===== src/rtl/hc245_bus_arbiter_if.sv =====
// Bus-side signal bundle between the requesters and the hc245 arbiter.
// master = requester/bench side, slave = arbiter side.
interface hc245_bus_arbiter_if #(
    parameter int N_REQ = 4
);
    logic [N_REQ-1:0] req;
    logic [N_REQ-1:0] dir_req;
    logic [N_REQ-1:0] gnt;
    logic [N_REQ-1:0] oe_n;
    logic [N_REQ-1:0] dir;
    logic             busy;

    modport master (output req, dir_req, input gnt, oe_n, dir, busy);
    modport slave  (input req, dir_req, output gnt, oe_n, dir, busy);
endinterface


===== src/rtl/hc245_bus_arbiter.sv =====
// Round-robin owner arbitration for a bank of 74HC245 transceivers sharing one bus.
// Drives per-transceiver OE_n (p19) and DIR (p1) with a setup cycle and dead turn cycles.
//
// state  | meaning
// IDLE   | bus free, search requesters from the RR pointer
// SETUP  | dir[w] settled, oe_n[w] still high
// ACTIVE | oe_n[w] low, gnt[w] high, hold counter running
// TURN   | all enables high for TURN_CYCLES dead cycles
module hc245_bus_arbiter #(
    parameter int N_REQ       = 4,
    parameter int TURN_CYCLES = 1,
    parameter int MAX_HOLD    = 16
) (
    input  logic               clk,
    input  logic               rst_n,
    hc245_bus_arbiter_if.slave bus
);
    localparam int IW = (N_REQ > 1) ? $clog2(N_REQ) : 1;
    localparam int HW = (MAX_HOLD > 0) ? (($clog2(MAX_HOLD + 1) > 0) ? $clog2(MAX_HOLD + 1) : 1) : 1;
    localparam logic [HW-1:0] HOLD_LAST = HW'((MAX_HOLD > 0) ? (MAX_HOLD - 1) : 0);
    localparam logic [2:0]    TURN_LOAD = 3'(TURN_CYCLES - 1);

    typedef enum logic [1:0] {IDLE, SETUP, ACTIVE, TURN} state_t;

    state_t           state_q, state_d;
    logic [IW-1:0]    w_q, w_d;
    logic [IW-1:0]    rr_q, rr_d;
    logic [HW-1:0]    hold_q, hold_d;
    logic [2:0]       turn_q, turn_d;
    logic [N_REQ-1:0] dir_q, dir_d;
    logic [N_REQ-1:0] oe_n_q, oe_n_d;
    logic             busy_q, busy_d;
    logic [IW-1:0]    pick;
    logic [IW-1:0]    cand;
    logic             pick_vld;
    logic             others_req;

    // Walk offsets downwards so the smallest offset from the RR pointer wins.
    always_comb begin
        pick     = rr_q;
        cand     = rr_q;
        pick_vld = 1'b0;
        for (int i = N_REQ - 1; i >= 0; i--) begin
            cand = IW'((int'(rr_q) + i) % N_REQ);
            if (bus.req[cand]) begin
                pick     = cand;
                pick_vld = 1'b1;
            end
        end
    end

    assign others_req = (bus.req & ~(N_REQ'(1) << w_q)) != '0;

    always_comb begin
        state_d = state_q;
        w_d     = w_q;
        rr_d    = rr_q;
        hold_d  = hold_q;
        turn_d  = turn_q;
        dir_d   = dir_q;
        case (state_q)
            IDLE: begin
                if (pick_vld) begin
                    w_d         = pick;
                    dir_d[pick] = bus.dir_req[pick];
                    state_d     = SETUP;
                end
            end
            SETUP: begin
                hold_d  = '0;
                state_d = bus.req[w_q] ? ACTIVE : IDLE;
            end
            ACTIVE: begin
                // Saturate so a late-arriving waiter pre-empts a long-running owner at once.
                if (hold_q != HOLD_LAST) hold_d = hold_q + 1'b1;
                if (!bus.req[w_q] || ((MAX_HOLD != 0) && (hold_q == HOLD_LAST) && others_req)) begin
                    state_d = TURN;
                    turn_d  = TURN_LOAD;
                    rr_d    = (w_q == IW'(N_REQ - 1)) ? '0 : w_q + 1'b1;
                end
            end
            TURN: begin
                if (turn_q == 3'd0) state_d = IDLE;
                else                turn_d  = turn_q - 3'd1;
            end
            default: state_d = IDLE;
        endcase

        oe_n_d = '1;
        if (state_d == ACTIVE) oe_n_d[w_d] = 1'b0;
        busy_d = (state_d != IDLE);
    end

    always_ff @(posedge clk or negedge rst_n) begin
        if (!rst_n) begin
            state_q <= IDLE;
            w_q     <= '0;
            rr_q    <= '0;
            hold_q  <= '0;
            turn_q  <= '0;
            dir_q   <= '0;
            oe_n_q  <= '1;
            busy_q  <= 1'b0;
        end else begin
            state_q <= state_d;
            w_q     <= w_d;
            rr_q    <= rr_d;
            hold_q  <= hold_d;
            turn_q  <= turn_d;
            dir_q   <= dir_d;
            oe_n_q  <= oe_n_d;
            busy_q  <= busy_d;
        end
    end

    assign bus.oe_n = oe_n_q;
    assign bus.gnt  = ~oe_n_q;
    assign bus.dir  = dir_q;
    assign bus.busy = busy_q;
endmodule

===== src/flat_wrapper.sv =====
// flat-port wrapper written by rule: the top's interface ports become plain ports
module hc245_bus_arbiter_flat 
#(
    parameter int N_REQ       = 4,
    parameter int TURN_CYCLES = 1,
    parameter int MAX_HOLD    = 16
)
  (clk, rst_n, bus_req, bus_dir_req, bus_gnt, bus_oe_n, bus_dir, bus_busy);
  hc245_bus_arbiter_if #(.N_REQ(N_REQ)) bus_i ();
  input  logic clk;
  input  logic rst_n;
  input wire logic [$bits(bus_i.req)-1:0] bus_req;
  input wire logic [$bits(bus_i.dir_req)-1:0] bus_dir_req;
  output wire logic [$bits(bus_i.gnt)-1:0] bus_gnt;
  output wire logic [$bits(bus_i.oe_n)-1:0] bus_oe_n;
  output wire logic [$bits(bus_i.dir)-1:0] bus_dir;
  output wire logic [$bits(bus_i.busy)-1:0] bus_busy;
  assign bus_i.req = bus_req;
  assign bus_i.dir_req = bus_dir_req;
  assign bus_gnt = bus_i.gnt;
  assign bus_oe_n = bus_i.oe_n;
  assign bus_dir = bus_i.dir;
  assign bus_busy = bus_i.busy;
  hc245_bus_arbiter #(.N_REQ(N_REQ), .TURN_CYCLES(TURN_CYCLES), .MAX_HOLD(MAX_HOLD)) u_core (.clk(clk), .rst_n(rst_n), .bus(bus_i));
endmodule

===== config.mk =====
export PLATFORM = sky130hd
export DESIGN_NAME = hc245_bus_arbiter_flat
export DESIGN_NICKNAME = d
export VERILOG_FILES = /design/src/rtl/hc245_bus_arbiter_if.sv /design/src/rtl/hc245_bus_arbiter.sv /design/src/flat_wrapper.sv
export SDC_FILE = /design/constraint.sdc
export NUM_CORES = 1
export LEC_CHECK = 0
export CORE_MARGIN = 2
export CORE_UTILIZATION = 35
export DETAILED_ROUTE_END_ITERATION = 8
export PLACE_DENSITY = 0.63
export SKIP_LAST_GASP = 1
export SYNTH_ARGS = -nofsm -noshare
export SYNTH_HDL_FRONTEND = slang
export SYNTH_SLANG_ARGS = --single-unit

===== constraint.sdc =====
create_clock -name clk -period 2.5 [get_ports clk]
set_input_delay 0.5 -clock clk [delete_from_list [all_inputs] [get_ports clk]]
set_output_delay 0.5 -clock clk [all_outputs]
set_load 0.03 [all_outputs]

==> metrics.md <==
| Metric | Value |
|---|---|
| Outcome | `finished clean` |
| Largest area contributor in the netlist | `dfrtp_1` |
| Worst setup EP type | `flop` |
| Cell row count | `22` |
| Post-CTS sizing | `0` |
| Core area | `0.00366 mm²` |
| Initial detailed-routing violation count | `40` |
| Fmax | `478 MHz` |
| Gate Count Post-Synth | `126` |
| Critical path fanouts, max | `6` |
| Multi-input gate area | `701 µm²` |
| Starting Density | `36.5%` |
| Sequential fraction of the synthesis area | `43.4%` |
| Max Cap Viol | `0` |
| Skew-Pair Late Insertion Delay | `0.26 ns` |
| Start point of the critical path | `bus_req[2]` |
| # fillers | `358` |
| Crit path kind | `input port to flop` |
| Fraction of registers with async set/reset | `100%` |
| H-tree levels | `1` |
| Layout cells sized above 1 | `15.2%` |
| Root Driver | `clkbuf_8` |
| Setup slack, reg-to-reg | `0.45 ns` |
| Final GP Congestion | `0.794` |
| Post-synth top area share | `35.5%` |
| PnR worst setup slack | `0.409 ns` |
| Synth cell types | `40` |
| Via count | `982` |
| Initial DRT Pass Iterations | `4` |
| Worst Skew | `0.00705 ns` |
| Worst-path clk slew | `0.08 ns` |
| First-pass GRT wire length | `4.54 mm` |
| Post-layout minimum cycle time | `2.09 ns` |
| Hold Crit Class | `flop to flop` |
| Number of synthesized register bits | `23` |
| Hold Path Depth | `1` |
| Layout Nets | `170` |
| CTS Sinks | `23` |
| Worst slack at placement | `0.109 ns` |
| Setup bufs post-CTS | `0` |
| RSZ-0062 raised after global routing | `no` |
| Ys flop type | `dfrtp_1` |
| Register area | `581 µm²` |
| TritonCTS buffer count | `3` |
| Final Max Tran Viols | `0` |
| # setup viols final | `0` |
| Clock Path Buffers | `2` |
| Die ar. | `0.00433 mm²` |
| Arr. time, crit path | `2.24 ns` |
| Min-Delay Endpoint | `u_core.turn_q[0]` |
| Power Density | `1190 mW/mm²` |
| Die X | `65.8 µm` |
| Initial antenna violation count | `0` |
| Post-DP HPWL | `1.98 mm` |
| Worst flop-to-flop path startpoint | `u_core.hold_q[1]` |
| Leak | `0.727 nW` |
| Antenna Cells | `0` |
| FF-to-FF End | `u_core.rr_q[0]` |
| Post-route ant nets | `0` |
| WL/cell | `13.1 µm` |
| Vias/cell | `4.93` |
| Net Count, Synth | `144` |
| Syn avg cell area | `10.6 µm²` |
| Top Ports | `23` |
| EDFF count, synth | `0` |
| GR Overflow Total | `0` |
| Post-Syn Area | `0.00134 mm²` |
| WL final | `2.60 mm` |
| Crit path launch type | `input port` |
| Count of input and output buffers | `22` |
| Synth top area cells | `dfrtp_1 36%, dfstp_2 7.9%, ha_1 7.5%, mux2_1 5.1%, inv_1 3.6%` |
| Vias in the first global route | `978` |
| Worst-margin pin slew | `0.538 ns` |
| Fin crit share | `83.6%` |
| Synth warn | `0` |
| Post-CTS Hold Fix Bufs | `0` |
| Die H | `65.8 µm` |
| Slew HR | `64.1%` |
| Area grow syn2layout | `24.4%` |
| Critical Path RT | `2.64 ns` |
| Setup TNS | `0 ns` |
| Drc violations | `0` |
| Hold Startpoint | `u_core.turn_q[0]` |
| Worst VDD drop | `0.000499 V` |
| GRT Total Usage | `13.9%` |
| TritonCTS clock tree | `yes` |
| Largest net degree at the start of global routing | `24` |
| Hold Vio Cnt, Final | `0` |
| Reg2Reg Depth | `6` |
## worst max path at each step
stage / cells past startpoint / slack (ns) / endpoint
floorplan: 6 / 0.73 / u_core.bus.busy
global placement: 5 / 0.12 / u_core.bus.dir[3]
detailed placement: 5 / 0.11 / u_core.bus.dir[3]
CTS: 6 / 0.39 / u_core.bus.dir[3]
global route: 6 / 0.28 / u_core.bus.dir[3]
finish: 6 / 0.41 / u_core.bus.dir[3]
## layout make-up
class / count / area share [%]
Clock inverter: 1 / 0.301
Inverter: 13 / 2.93
Timing Repair Buffer: 23 / 13.7
Sequential cell: 23 / 34.9
Multi-Input combinational cell: 88 / 42.1
Tap cell: 48 / 3.61
Clock buffer: 3 / 2.48
## cells by family after synthesis
family	Yosys count	share of synthesized area (%)
AO/OA/AOI/OAI	21	13.4
XOR/XNOR	1	0.655
adder cells (fa/ha/maj)	8	7.48
flip-flops	23	43.4
buffers and inverters	15	4.21
AND/OR/NAND/NOR	46	20.3
multiplexers	12	10.6
## layout by cell type, fill, tap and decap left out, types with 2 or more instances in the layout
master,count
clkdlybuf4s50_1,22
dfrtp_1,19
inv_1,13
nand2_1,9
nor2_1,8
o21ai_0,8
ha_1,8
nor2b_1,6
mux2_1,6
nand4_1,5
mux2i_1,4
dfstp_2,4
nand3b_1,3
clkbuf_8,3
nor2_2,2
nand2b_1,2
o21ai_1,2
nand3_1,2
## Yosys cell counts, types with 2 or more instances
master / count
inv_1: 13
clkbuf_1: 2
nand3_1: 2
nand4_1: 5
nand2b_1: 2
nor2_2: 2
nor2_1: 8
nor2b_1: 6
o21ai_1: 2
mux2i_1: 4
ha_1: 8
mux2_1: 6
dfstp_2: 4
o21ai_0: 8
nand3b_1: 3
dfrtp_1: 19
nand2_1: 9
## registers in the layout, indices dropped and copies added (netlist names)
name             count
u_core.state_q       2
u_core.bus.dir       4
u_core.hold_q        5
u_core.rr_q          2
u_core.turn_q        3
u_core.w_q           2
u_core.bus.busy      1
u_core.bus.oe_n      4
## layer usage
| layer | up-vias | GRT usage (%) | part of all wire (%) |
|---|---|---|---|
| met5 | - | 0 | 0 |
| met4 | 0 | 4.69 | 1.3 |
| met3 | 2 | 3.07 | 2.2 |
| met2 | 14 | 22.2 | 47 |
| met1 | 469 | 18.5 | 49 |
| li1 | 497 | - | - |
## critical path: stages
cell	delay [ns]
clkdlybuf4s50_1	0.53
nor2b_1	0.19
o21ai_0	0.20
o221ai_2	0.18
nor4_2	0.30
mux2_1	0.35
## stage by stage
stage | cell area (µm²) | total power (W) | hold slack [ns] | util [%] | std cells
5_1_grt | 1660 | 0.00213 | 0.518 | 45.5 | 199
3_3_place_gp | 1620 | 0.00173 | 0.472 | 44.2 | 195
3_5_place_dp | 1620 | 0.00176 | 0.479 | 44.2 | 195
4_1_cts | 1660 | 0.00200 | 0.491 | 45.5 | 199
2_1_floorplan | 1340 | 0.00142 | 0.204 | - | 126
6_report | 1660 | 0.00198 | 0.492 | 45.5 | 199
## where the power goes
part / internal, W / switching [W]
Combinational: 0.000440 / 0.000569
Sequential: 0.000544 / 0.000197
Clock: 0.000111 / 0.000118
Total: 0.00110 / 0.000884
Note: power is estimated with default switching activity, not from simulation.
